`src/rtl/rr_pipe_pkg.sv`:
```
// Shared definitions for the round-robin register-pipeline arbiter family.
//   N_REQ_DEF / WIDTH_DEF : default requester count and data width
//   id_width()            : width of a requester tag for a given requester count
//   RESET_FILL/RESET_DATA : data registers reset to all ones
package rr_pipe_pkg;

  localparam int N_REQ_DEF = 4;
  localparam int WIDTH_DEF = 8;

  // Fill bit for data registers at reset; wider words replicate it.
  localparam logic                 RESET_FILL = 1'b1;
  localparam logic [WIDTH_DEF-1:0] RESET_DATA = {WIDTH_DEF{RESET_FILL}};

  // Tag width for n requesters; never narrower than one bit.
  function automatic int id_width(input int n);
    return (n <= 2) ? 1 : $clog2(n);
  endfunction

endpackage

```
`src/rtl/rr_pick.sv`:
```
// Combinational round-robin picker.
//   req : per-requester request bits
//   ptr : highest-priority index for this cycle (must be < N_REQ)
//   en  : when low, nothing is granted
//   gnt : one-hot grant (all zero when en=0 or req=0)
//   idx : binary index of the granted requester (0 when no grant)
module rr_pick #(
  parameter int N_REQ = 4,
  parameter int ID_W  = 2
) (
  input  logic [N_REQ-1:0] req,
  input  logic [ID_W-1:0]  ptr,
  input  logic             en,
  output logic [N_REQ-1:0] gnt,
  output logic [ID_W-1:0]  idx
);

  int   cand;
  logic found;

  always_comb begin
    // NOTE: every variable written here gets a default first, so no path leaves it unassigned and no latch is inferred.
    gnt   = '0;
    idx   = '0;
    found = 1'b0;
    cand  = 0;
    // Scan ptr, ptr+1, ... wrapping at N_REQ; first set request wins.
    for (int k = 0; k < N_REQ; k++) begin
      cand = int'(ptr) + k;
      if (cand >= N_REQ) cand = cand - N_REQ;
      if (en && !found && req[cand]) begin
        gnt[cand] = 1'b1;
        idx       = ID_W'(cand);
        found     = 1'b1;
      end
    end
  end

endmodule

```
`src/rtl/rr_reg_pipe_arbiter.sv`:
```
// Round-robin arbiter feeding a shared two-stage register pipeline
// (capture stage s0, then output stage dout) with a valid/ready output.
//   clk        : clock, all state on posedge
//   reset      : synchronous active-low reset
//   req        : per-requester request, held until granted
//   din        : requester data, slice i = din[i*WIDTH +: WIDTH]
//   gnt        : one-hot combinational grant; word captured at that posedge
//   dout       : output-stage data
//   dout_id    : requester index of dout
//   dout_valid : output stage holds a valid word
//   dout_ready : downstream accepts dout
module rr_reg_pipe_arbiter
  import rr_pipe_pkg::*;
#(
  parameter  int N_REQ = N_REQ_DEF,
  parameter  int WIDTH = WIDTH_DEF,
  localparam int ID_W  = id_width(N_REQ)
) (
  input  logic                   clk,
  input  logic                   reset,
  input  logic [N_REQ-1:0]       req,
  input  logic [N_REQ*WIDTH-1:0] din,
  output logic [N_REQ-1:0]       gnt,
  output logic [WIDTH-1:0]       dout,
  output logic [ID_W-1:0]        dout_id,
  output logic                   dout_valid,
  input  logic                   dout_ready
);

  logic             adv;
  logic [ID_W-1:0]  ptr;
  logic [ID_W-1:0]  ptr_next;
  logic [ID_W-1:0]  pick_idx;
  logic [WIDTH-1:0] pick_data;
  logic [WIDTH-1:0] s0_data;
  logic [ID_W-1:0]  s0_id;
  logic             s0_v;

  // One global enable: both stages shift together or both hold.
  assign adv = !dout_valid || dout_ready;

  // Grants are suppressed during reset as well as during a stall.
  rr_pick #(
    .N_REQ (N_REQ),
    .ID_W  (ID_W)
  ) u_pick (
    .req (req),
    .ptr (ptr),
    .en  (adv && reset),
    .gnt (gnt),
    .idx (pick_idx)
  );

  assign ptr_next  = (pick_idx == ID_W'(N_REQ - 1)) ? '0 : pick_idx + ID_W'(1);
  assign pick_data = din[int'(pick_idx)*WIDTH +: WIDTH];

  // NOTE: state registers use non-blocking assignments so every flop samples pre-edge values.
  always_ff @(posedge clk) begin
    if (!reset) begin
      // NOTE: data and tag registers are reset too (to a known all-ones pattern), not just the valid bits.
      ptr        <= '0;
      s0_v       <= 1'b0;
      s0_data    <= {WIDTH{RESET_FILL}};
      s0_id      <= '0;
      dout_valid <= 1'b0;
      dout       <= {WIDTH{RESET_FILL}};
      dout_id    <= '0;
    end else if (adv) begin
      if (|gnt) ptr <= ptr_next;
      // Bubbles are not squeezed: data/id load even when no grant.
      s0_data    <= pick_data;
      s0_id      <= pick_idx;
      s0_v       <= |gnt;
      dout       <= s0_data;
      dout_id    <= s0_id;
      dout_valid <= s0_v;
    end
  end

endmodule

```
`config.mk`:
```
export PLATFORM = sky130hd
export DESIGN_NAME = rr_reg_pipe_arbiter
export DESIGN_NICKNAME = d
export VERILOG_FILES = /design/src/rtl/rr_pipe_pkg.sv /design/src/rtl/rr_pick.sv /design/src/rtl/rr_reg_pipe_arbiter.sv
export SDC_FILE = /design/constraint.sdc
export NUM_CORES = 1
export LEC_CHECK = 0
export BUFFER_PORTS_ARGS = -buffer_cell sky130_fd_sc_hd__buf_2
export CAP_MARGIN = 30
export CORE_MARGIN = 3
export CORE_UTILIZATION = 38
export CTS_CLUSTER_DIAMETER = 150
export DETAILED_ROUTE_END_ITERATION = 8
export GPL_TIMING_DRIVEN = 0
export PLACE_DENSITY = 0.68
export SLEW_MARGIN = 20
export SYNTH_ARGS = -nofsm -noshare
export SYNTH_HDL_FRONTEND = slang
export SYNTH_SLANG_ARGS = --single-unit
```
`constraint.sdc`:
```
create_clock -name clk -period 4.8 [get_ports clk]
set_input_delay 0.72 -clock clk [delete_from_list [all_inputs] [get_ports clk]]
set_output_delay 0.72 -clock clk [all_outputs]
set_load 0.03 [all_outputs]
```
Word-level counts from Yosys, hierarchy flattened
Cells that the tools add are included.

word-level totals
  bits in registers = 24
  input bits = 39
  output and inout port bits = 15
  word-level logic and storage cells = 87

cells by class
  add/sub/neg operators = 8
  magnitude comparators = 12
  equality and inequality tests = 1
  shift operators = 1
  multiplexer cells = 36
  bitwise gates (word level) = 3
  reduce and logical (&&, ||, !) cells = 19

operators with widths
  operator                 count
  $ge A32 B1 Y1 const B    4
  $lt A32 B4 Y1 const B    4
  $mux W32                 4
  $ge A32 B4 Y1 const B    3
  $sub A32 B4 Y32 const B  3
  $shiftx A32 B6 Y8        1
  $mux W4                  4
  $mux W1                  15
  $logic_and A1 B1 Y1      12
  $or A4 B4 Y4             3
  $mux W2                  5
  $bmux W1 S2              4
  $demux W1 S2             4
  $add A2 B2 Y3 const B    2
  $logic_not A1 Y1         4
  $reduce_or A4 Y1         1
  $sub A2 B3 Y4 const B    1
  $add A2 B1 Y3 const B    1
  $ge A2 B3 Y1 const B     1
  $add A2 B1 Y2 const B    1
  $eq A2 B2 Y1 const B     1
  $reduce_and A2 Y1        1
  $logic_or A1 B1 Y1       1

Longest topological paths before layout
Gate-level depths: netlist of run 1.

  depth in word-level cells = 21
  gate-level depth with buffers = 11

Hierarchy
A second synthesis of run 1 with hierarchy kept.

unflattened totals
  cell total of the unflattened synthesis = 175
  area, all modules = 1,561.5 um2

by module, submodules not included
  module               times used  cells each  area an instance (um2)
  rr_reg_pipe_arbiter  1           117         1,079.8
  rr_pick              1           58          481.7

Worst setup path after synthesis of run 1
Ideal clock, no wire load.

  path kind = register to output
  start = reg ptr[0]
  end = out gnt[1]
  arrival time = 2,756 ps
  required time = 4,080 ps
  slack = 1,324 ps
  stages on the path, launching flop included = 7
  path buffers = 1
  cell sequence = dfxtp_1 buf_2 inv_1 ha_1 mux4_2 a2111oi_0 a221o_1

between the ends
  cells in the longest elaborated chain, start to end = 19
  elaborated cells on any way between the ends = 67
  classes of those cells = add/sub (7); order compare (12); mux (31); bitwise (3); reduce/logical (14)

RTL lines
  element                                                   RTL line                   source
  start, declared                                           rr_reg_pipe_arbiter.sv:31  logic [ID_W-1:0] ptr;
  start signal, assigned                                    rr_reg_pipe_arbiter.sv:69  if (|gnt) ptr <= ptr_next;
  branches (longest 18 deep; another with $sub A32 B4 Y32)  -
  $mux W4 *                                                 rr_pick.sv:31              if (en && !found && req[cand]) begin
  end, declared                                             rr_reg_pipe_arbiter.sv:23  output logic [N_REQ-1:0] gnt,

Mark *: on every way between the ends. The select of a mux whose other input is x is not followed.

Final worst setup path of run 1
Ends and elaborated chain as after synthesis.

==> flow_summary_export.csv, run 1 <==
group,metric,value,unit
status,status,"finished, final reports clean",
global_route,use_met3,2.41,%
clock_network,htree_num_levels,1,
synthesis,synth_seq_area_share,29.8,%
place,port_buffers,53,
global_route,first_global_vias,1453,
pwr,p_leak,0.930,nW
floorplan,die-area,5050,um2
clock_network,cts.sinks,24,
worst_setup_path,worstPathArrival,3560,ps
clock_network,cts_inserted_buffers,3,
timing,timing.fmax,0.234,GHz
timing,final-max-slew-violation-count,0,
synthesis,ys.warnings.count,0,
route,vias,1563,
place,dpl_cell_area,1940,um2
synthesis,async_flop_share,0,%
layout,synthToLayoutAreaGrowth,23.0,%
synthesis,synth_ff_type,"dfxtp_1",
clock_network,cts_tree,"built",
layout,n_antenna_cell,0,
global_route,grt_pass1_wl,6370,um
route,final_antenna_net_count,0,
synthesis,synth_area_leaders,"dfxtp_1 30%, mux2i_1 11%, nand2_1 7.5%",
global_route,grt-ovfl-total,0,
timing,fin_crit_sh,89.2,%
synthesis,synth_top_area_cell,"dfxtp_1",
timing,setup_violations,0,
pwr,peakVddDrop,0.261,mV
floorplan,die_w,71.1,um
route,drc,0,
worst_setup_path,required,4080,ps
layout,fin_area,1980,um2
clock_network,postCtsHoldBufs,0,
timing,relSlewSlack,37.6,%
global_route,grt_max_degree,13,
route,routedWlPerCell,13.7,um
synthesis,synth-edff-count,0,
worst_setup_path,crit_path_start_kind,"register",
synthesis,synth_top_area_share,29.8,%
global_route,use_met2,26.7,%
floorplan,initial_core_util,39.7,%
worst_setup_path,end_kind,"output port",
layout,fin_nets,288,
timing,period_minus_slack,4280,ps
worst_setup_path,path_max_fanout,10,
floorplan,core,4060,um2
run,max-cap-violations,0,
clock_network,cts-root-buf,"clkbuf_8",
timing,hold_viol,0,
clock_network,clock_path_buffers,2,
synthesis,ys_seq_elements,24,
global_route,track_usage,15.1,%
global_route,grt_busiest_layer,"met2",
floorplan,row_count,23,
worst_setup_path,path_class,"reg2out",
timing,setup_tns,0,ps
pwr,powerDensity,464,nW/um2
timing,rsz0062_at_grt,"no",
synthesis,yosysMostFrequentCell,"nand2_1",
synthesis,synth.distinct_cells,40,
layout,final_layout_size_suffix_gt1_share,31.0,%
clock_network,ctsResizeCount,0,
route,wl,3960,um
synthesis,syn_avg_cell_area,8.80,um2
synthesis,synth_fp_nets,230,
clock_network,post_cts_buffers,0,
route,drtIter0Drc,64,
floorplan,die_y,71.1,um
place,place.gp.congestion,0.797,
global_route,grtUsageMet1,19.8,%
worst_hold_path,min_path_type,"reg2reg",
floorplan,num_io_pins,54,
synthesis,syn-instance-count,183,
synthesis,synthTopCellsByCount,"32 x nand2_1, 24 x dfxtp_1, 18 x mux2i_1, 13 x nand3_1, 11 x a21boi_0",
clock_network,clk_pin_slew,80,ps
timing,tightest_slew,934,ps
route,first_pass_iters,5,
clock_network,clock_latency,260,ps
global_route,antenna_found_initial,0,
synthesis,synth_area,1610,um2
route,via_per_inst,5.41,
timing,clock-skew-final,2.60,ps
place,place_hpwl,3000,um
report_power, final:
part / internal [W] / switching [W]
Sequential: 0.000254 / 0.0000301
Combinational: 0.000218 / 0.000303
Clock: 0.0000559 / 0.0000579
Total: 0.000528 / 0.000391
worst max-delay path, stage by stage, from the launching register on:
cell and delay [ps]:
dfxtp_1 420, buf_2 250, inv_1 200, ha_1 440
mux4_2 540, buf_4 190, a2111oi_1 750, a221o_1 300
buf_2 200
final cells by class:
type / count / area, um2
fill: 402 / 2080
multi-input combinational: 144 / 1040
sequential: 24 / 480
timing repair buffer: 53 / 265
buffer: 12 / 76.3
tap: 50 / 62.6
clock buffer: 3 / 41.3
inverter: 3 / 11.3
worst paths after layout:
check / cells after the start / start / to / slack, ps
max reg2reg: 10 / ptr[0]$_SDFFE_PN0P_ / s0_data[2]$_SDFFE_PN1N_ / 1260
max: 8 / ptr[0]$_SDFFE_PN0P_ / gnt[1] / 520
min: 1 / s0_v$_SDFFE_PN0N_ / dout_valid$_SDFFE_PN0N_ / 470
min reg2reg: 1 / s0_v$_SDFFE_PN0N_ / dout_valid$_SDFFE_PN0N_ / 470
cell families (layout without fill, tap and decap cells):
kind of cell    count (synthesis)  after routing  share of synthesized area (%)
mux                            24             24                           16.8
flops                          24             24                           29.8
xor+xnor                        1              1                          0.544
simple gates                   70             70                           21.2
compound gates                 41             41                           20.0
fa+ha+maj                       8              8                           6.22
buf+inv                        15             71                           5.44
metal layers:
layer | vias to the layer above | wire length, um
li1 | 793 | -
met1 | 720 | 1810
met2 | 46 | 1970
met3 | 4 | 155
met4 | 0 | 21
met5 | - | 0
cell usage in the layout, fill, tap and decap left out, types with 6 or more instances in the layout:
master	synthesis	routed
clkbuf_1	6	6
a21boi_0	11	11
nand3_1	13	13
o221ai_1	7	7
nand2_1	32	32
mux2i_1	18	18
buf_2	1	54
a21oi_1	6	6
dfxtp_1	24	24
ha_1	8	8
sequential cells by signal, indices dropped and copies added, names as in the netlist:
name / flops
s0_id: 2
s0_data: 8
dout_id: 2
ptr: 2
dout_valid: 1
dout: 8
s0_v: 1
per-stage QoR:
| stage | hold slack (ps) | power (W) | std cells | worst slack [ps] | util, % |
|---|---|---|---|---|---|
| 3_5_place_dp | 452 | 0.000807 | 286 | 844 | 47.8 |
| 6_report | 466 | 0.000919 | 289 | 520 | 48.8 |
| 2_1_floorplan | 432 | 0.000684 | 183 | 1320 | - |
| 5_1_grt | 482 | 0.000985 | 289 | 269 | 48.8 |
| 3_3_place_gp | 442 | 0.000801 | 286 | 838 | 47.8 |
| 4_1_cts | 471 | 0.000920 | 289 | 558 | 48.8 |
No activity file was read; power rests on OpenSTA's default activity.
==> run 2: changes to the inputs <==
--- a/config.mk
+++ b/config.mk
@@ -7,6 +7,7 @@
 export LEC_CHECK = 0
 export BUFFER_PORTS_ARGS = -buffer_cell sky130_fd_sc_hd__buf_2
 export CAP_MARGIN = 30
+export CORE_ASPECT_RATIO = 1.5
 export CORE_MARGIN = 3
 export CORE_UTILIZATION = 38
 export CTS_CLUSTER_DIAMETER = 150
==> run 2 against run 1 <==
Against the previous run: sequential share of layout area decreased by 0.29 points; critical path depth unchanged; design area increased by 1.2%; cell count decreased by 1.4%; maximum frequency increased by 0.30%; wire length decreased by 1.4%; combinational power decreased by 1%; clock skew about the same; worst setup slack improved by 13 ps; largest cell class unchanged; critical path type unchanged; sequential cell count unchanged; register-to-register slack improved by 70 ps.
==> flow_summary_export.csv, run 2 (same netlist as run 1, synthesis figures left out) <==
group,metric,value,unit
worst_setup_path,r2r-start,"ptr[0]$_SDFFE_PN0P_",
timing,rsz0062_at_grt,"no",
layout,utilization,49.8,%
clock_network,htree_num_levels,1,
clock_network,clock_path_buffers,2,
timing,timing.fmax,0.234,GHz
worst_setup_path,required,4080,ps
pwr,peakVddDrop,0.271,mV
worst_setup_path,crit_path_top_delay_cell,"a2111oi_1",
worst_setup_path,path_max_fanout,10,
timing,clock-skew-final,2.69,ps
floorplan,num_io_pins,54,
timing,hold_ws,468,ps
pwr,seqPwrFrac,29.1,%
timing,period_minus_slack,4270,ps
timing,setup_tns,0,ps
clock_network,post_cts_buffers,0,
worst_setup_path,worstPathArrival,3550,ps
pwr,p_leak,0.944,nW
layout,final_layout_size_suffix_gt1_share,31.3,%
layout,final_cell_mix,"54 x buf_2, 32 x nand2_1, 24 x dfxtp_1, 18 x mux2i_1, 13 x nand3_1",
clock_network,cts_inserted_buffers,3,
clock_network,ctsResizeCount,0,
worst_hold_path,hold_start,"dout_id[0]$_SDFFE_PN0N_",
place,port_buffers,53,
worst_setup_path,crit_path_start_kind,"register",
worst_setup_path,crit_chain,"buf_2 -> inv_1 -> ha_1 -> mux4_2 -> buf_4 -> a2111oi_1 -> a221o_1 -> buf_2",
worst_setup_path,end_kind,"output port",
status,status,"finished, final reports clean",
route,first_pass_iters,4,
place,place_hpwl,3140,um
clock_network,cts-root-buf,"clkbuf_8",
floorplan,core,4030,um2
clock_network,cts_tree,"built",
pwr,p_comb_share,52.7,%
timing,setup_violations,0,
route,drtIter0Drc,54,
worst_setup_path,crit_start,"ptr[0]$_SDFFE_PN0P_",
layout,fillers,410,
worst_setup_path,crit_buf_inv,4,
worst_setup_path,cp_top_family,"compound AO/OA/AOI/OAI gates",
clock_network,clk_pin_slew,90,ps
timing,relSlewSlack,38.3,%
floorplan,row_count,28,
global_route,track_usage,16.3,%
timing,hold_viol,0,
layout,reg_top3,"dout: 8 flops, s0_data: 8 flops",
worst_setup_path,path_class,"reg2out",
worst_setup_path,crit_top_cell,"buf_2",
layout,n_antenna_cell,0,
route,final_antenna_net_count,0,
global_route,grt_max_degree,15,
pwr,switching_share,40.4,%
worst_setup_path,slowest_delay,740,ps
pwr,power_frac_clock,18.3,%
global_route,first_global_vias,1505,
floorplan,die_y,85.7,um
route,wl,3900,um
route,routedWlPerCell,13.7,um
layout,seq_area,480,um2
global_route,grt_pass1_wl,6620,um
timing,tightest_slew,923,ps
pwr,net-switching-power,0.000395,W
pwr,powerDensity,488,nW/um2
clock_network,clock_latency,270,ps
floorplan,die-area,5070,um2
clock_network,postCtsHoldBufs,0,
layout,synthToLayoutAreaGrowth,24.5,%
pwr,p_int,0.000583,W
timing,final-max-slew-violation-count,0,
route,drc,0,
place,post-place-ws,821,ps
timing,timing.final.ws_setup,533,ps
clock_network,cts.sinks,24,
route,via_per_inst,5.40,
run,max-cap-violations,0,
floorplan,die_w,59.2,um
pwr,total_power,0.000978,W
worst_hold_path,min_path_type,"reg2reg",
global_route,grt-ovfl-total,0,
global_route,antenna_found_initial,0,
timing,fin_crit_sh,88.9,%
route,vias,1539,
floorplan,initial_core_util,40.0,%
layout,final_common_cell,"buf_2",
layout,multi_input_area,1040,um2
place,place.gp.congestion,0.856,
layout,fin_nets,288,
-- run 2: cell count changes in the layout (fill, tap and decap cells not counted) --
cell,delta
bufinv_16,+1
-- run 2: final timing paths --
kind	to	slack, ps	depth (start not counted)
max	gnt[3]	530	8
min	dout_id[0]$_SDFFE_PN0N_	470	2
max reg2reg	ptr[0]$_SDFFE_PN0P_	1330	9
min reg2reg	dout_id[0]$_SDFFE_PN0N_	470	2
-- run 2: worst reg2reg max path: stages, from the launching register on --
cell and delay, ps:
dfxtp_1 410, buf_2 250, inv_1 200, ha_1 440, mux4_2 540, buf_4 190, a2111oi_1 740, a221o_1 300
or4_4 160, mux2i_1 170
-- run 2: area by class of cell --
type / count / share of cell area (%)
sequential: 24 / 24.0
inverter: 3 / 0.562
multi-input combinational: 144 / 52.1
timing repair buffer: 53 / 13.2
clock buffer: 3 / 2.06
clock inverter: 1 / 1.50
buffer: 12 / 3.81
tap: 45 / 2.81
-- run 2: power by group through the flow --
stage | Clock, W | Combinational [W] | Sequential, W
6_report | 0.000179 | 0.000515 | 0.000284
5_1_grt | 0.000186 | 0.000567 | 0.000292
4_1_cts | 0.000179 | 0.000521 | 0.000285
3_5_place_dp | 0 | 0.000520 | 0.000290
3_3_place_gp | 0 | 0.000516 | 0.000288
2_1_floorplan | 0 | 0.000361 | 0.000323
-- run 2: metrics by stage --
step / cell area, um2 / instances
finish: 2000 / 285
global route: 2000 / 285
CTS: 2000 / 285
detailed placement: 1930 / 281
global placement: 1930 / 281
floorplan: 1610 / 183
-- run 2: per-layer routing --
layer  wire length, um  vias to the layer above  global-route usage, %
met5                 0                        -                      0
met4                64                        0                   4.95
met3               204                        7                   1.81
met2              2050                       50                   29.8
met1              1590                      695                   19.4
li1                  -                      787                      -
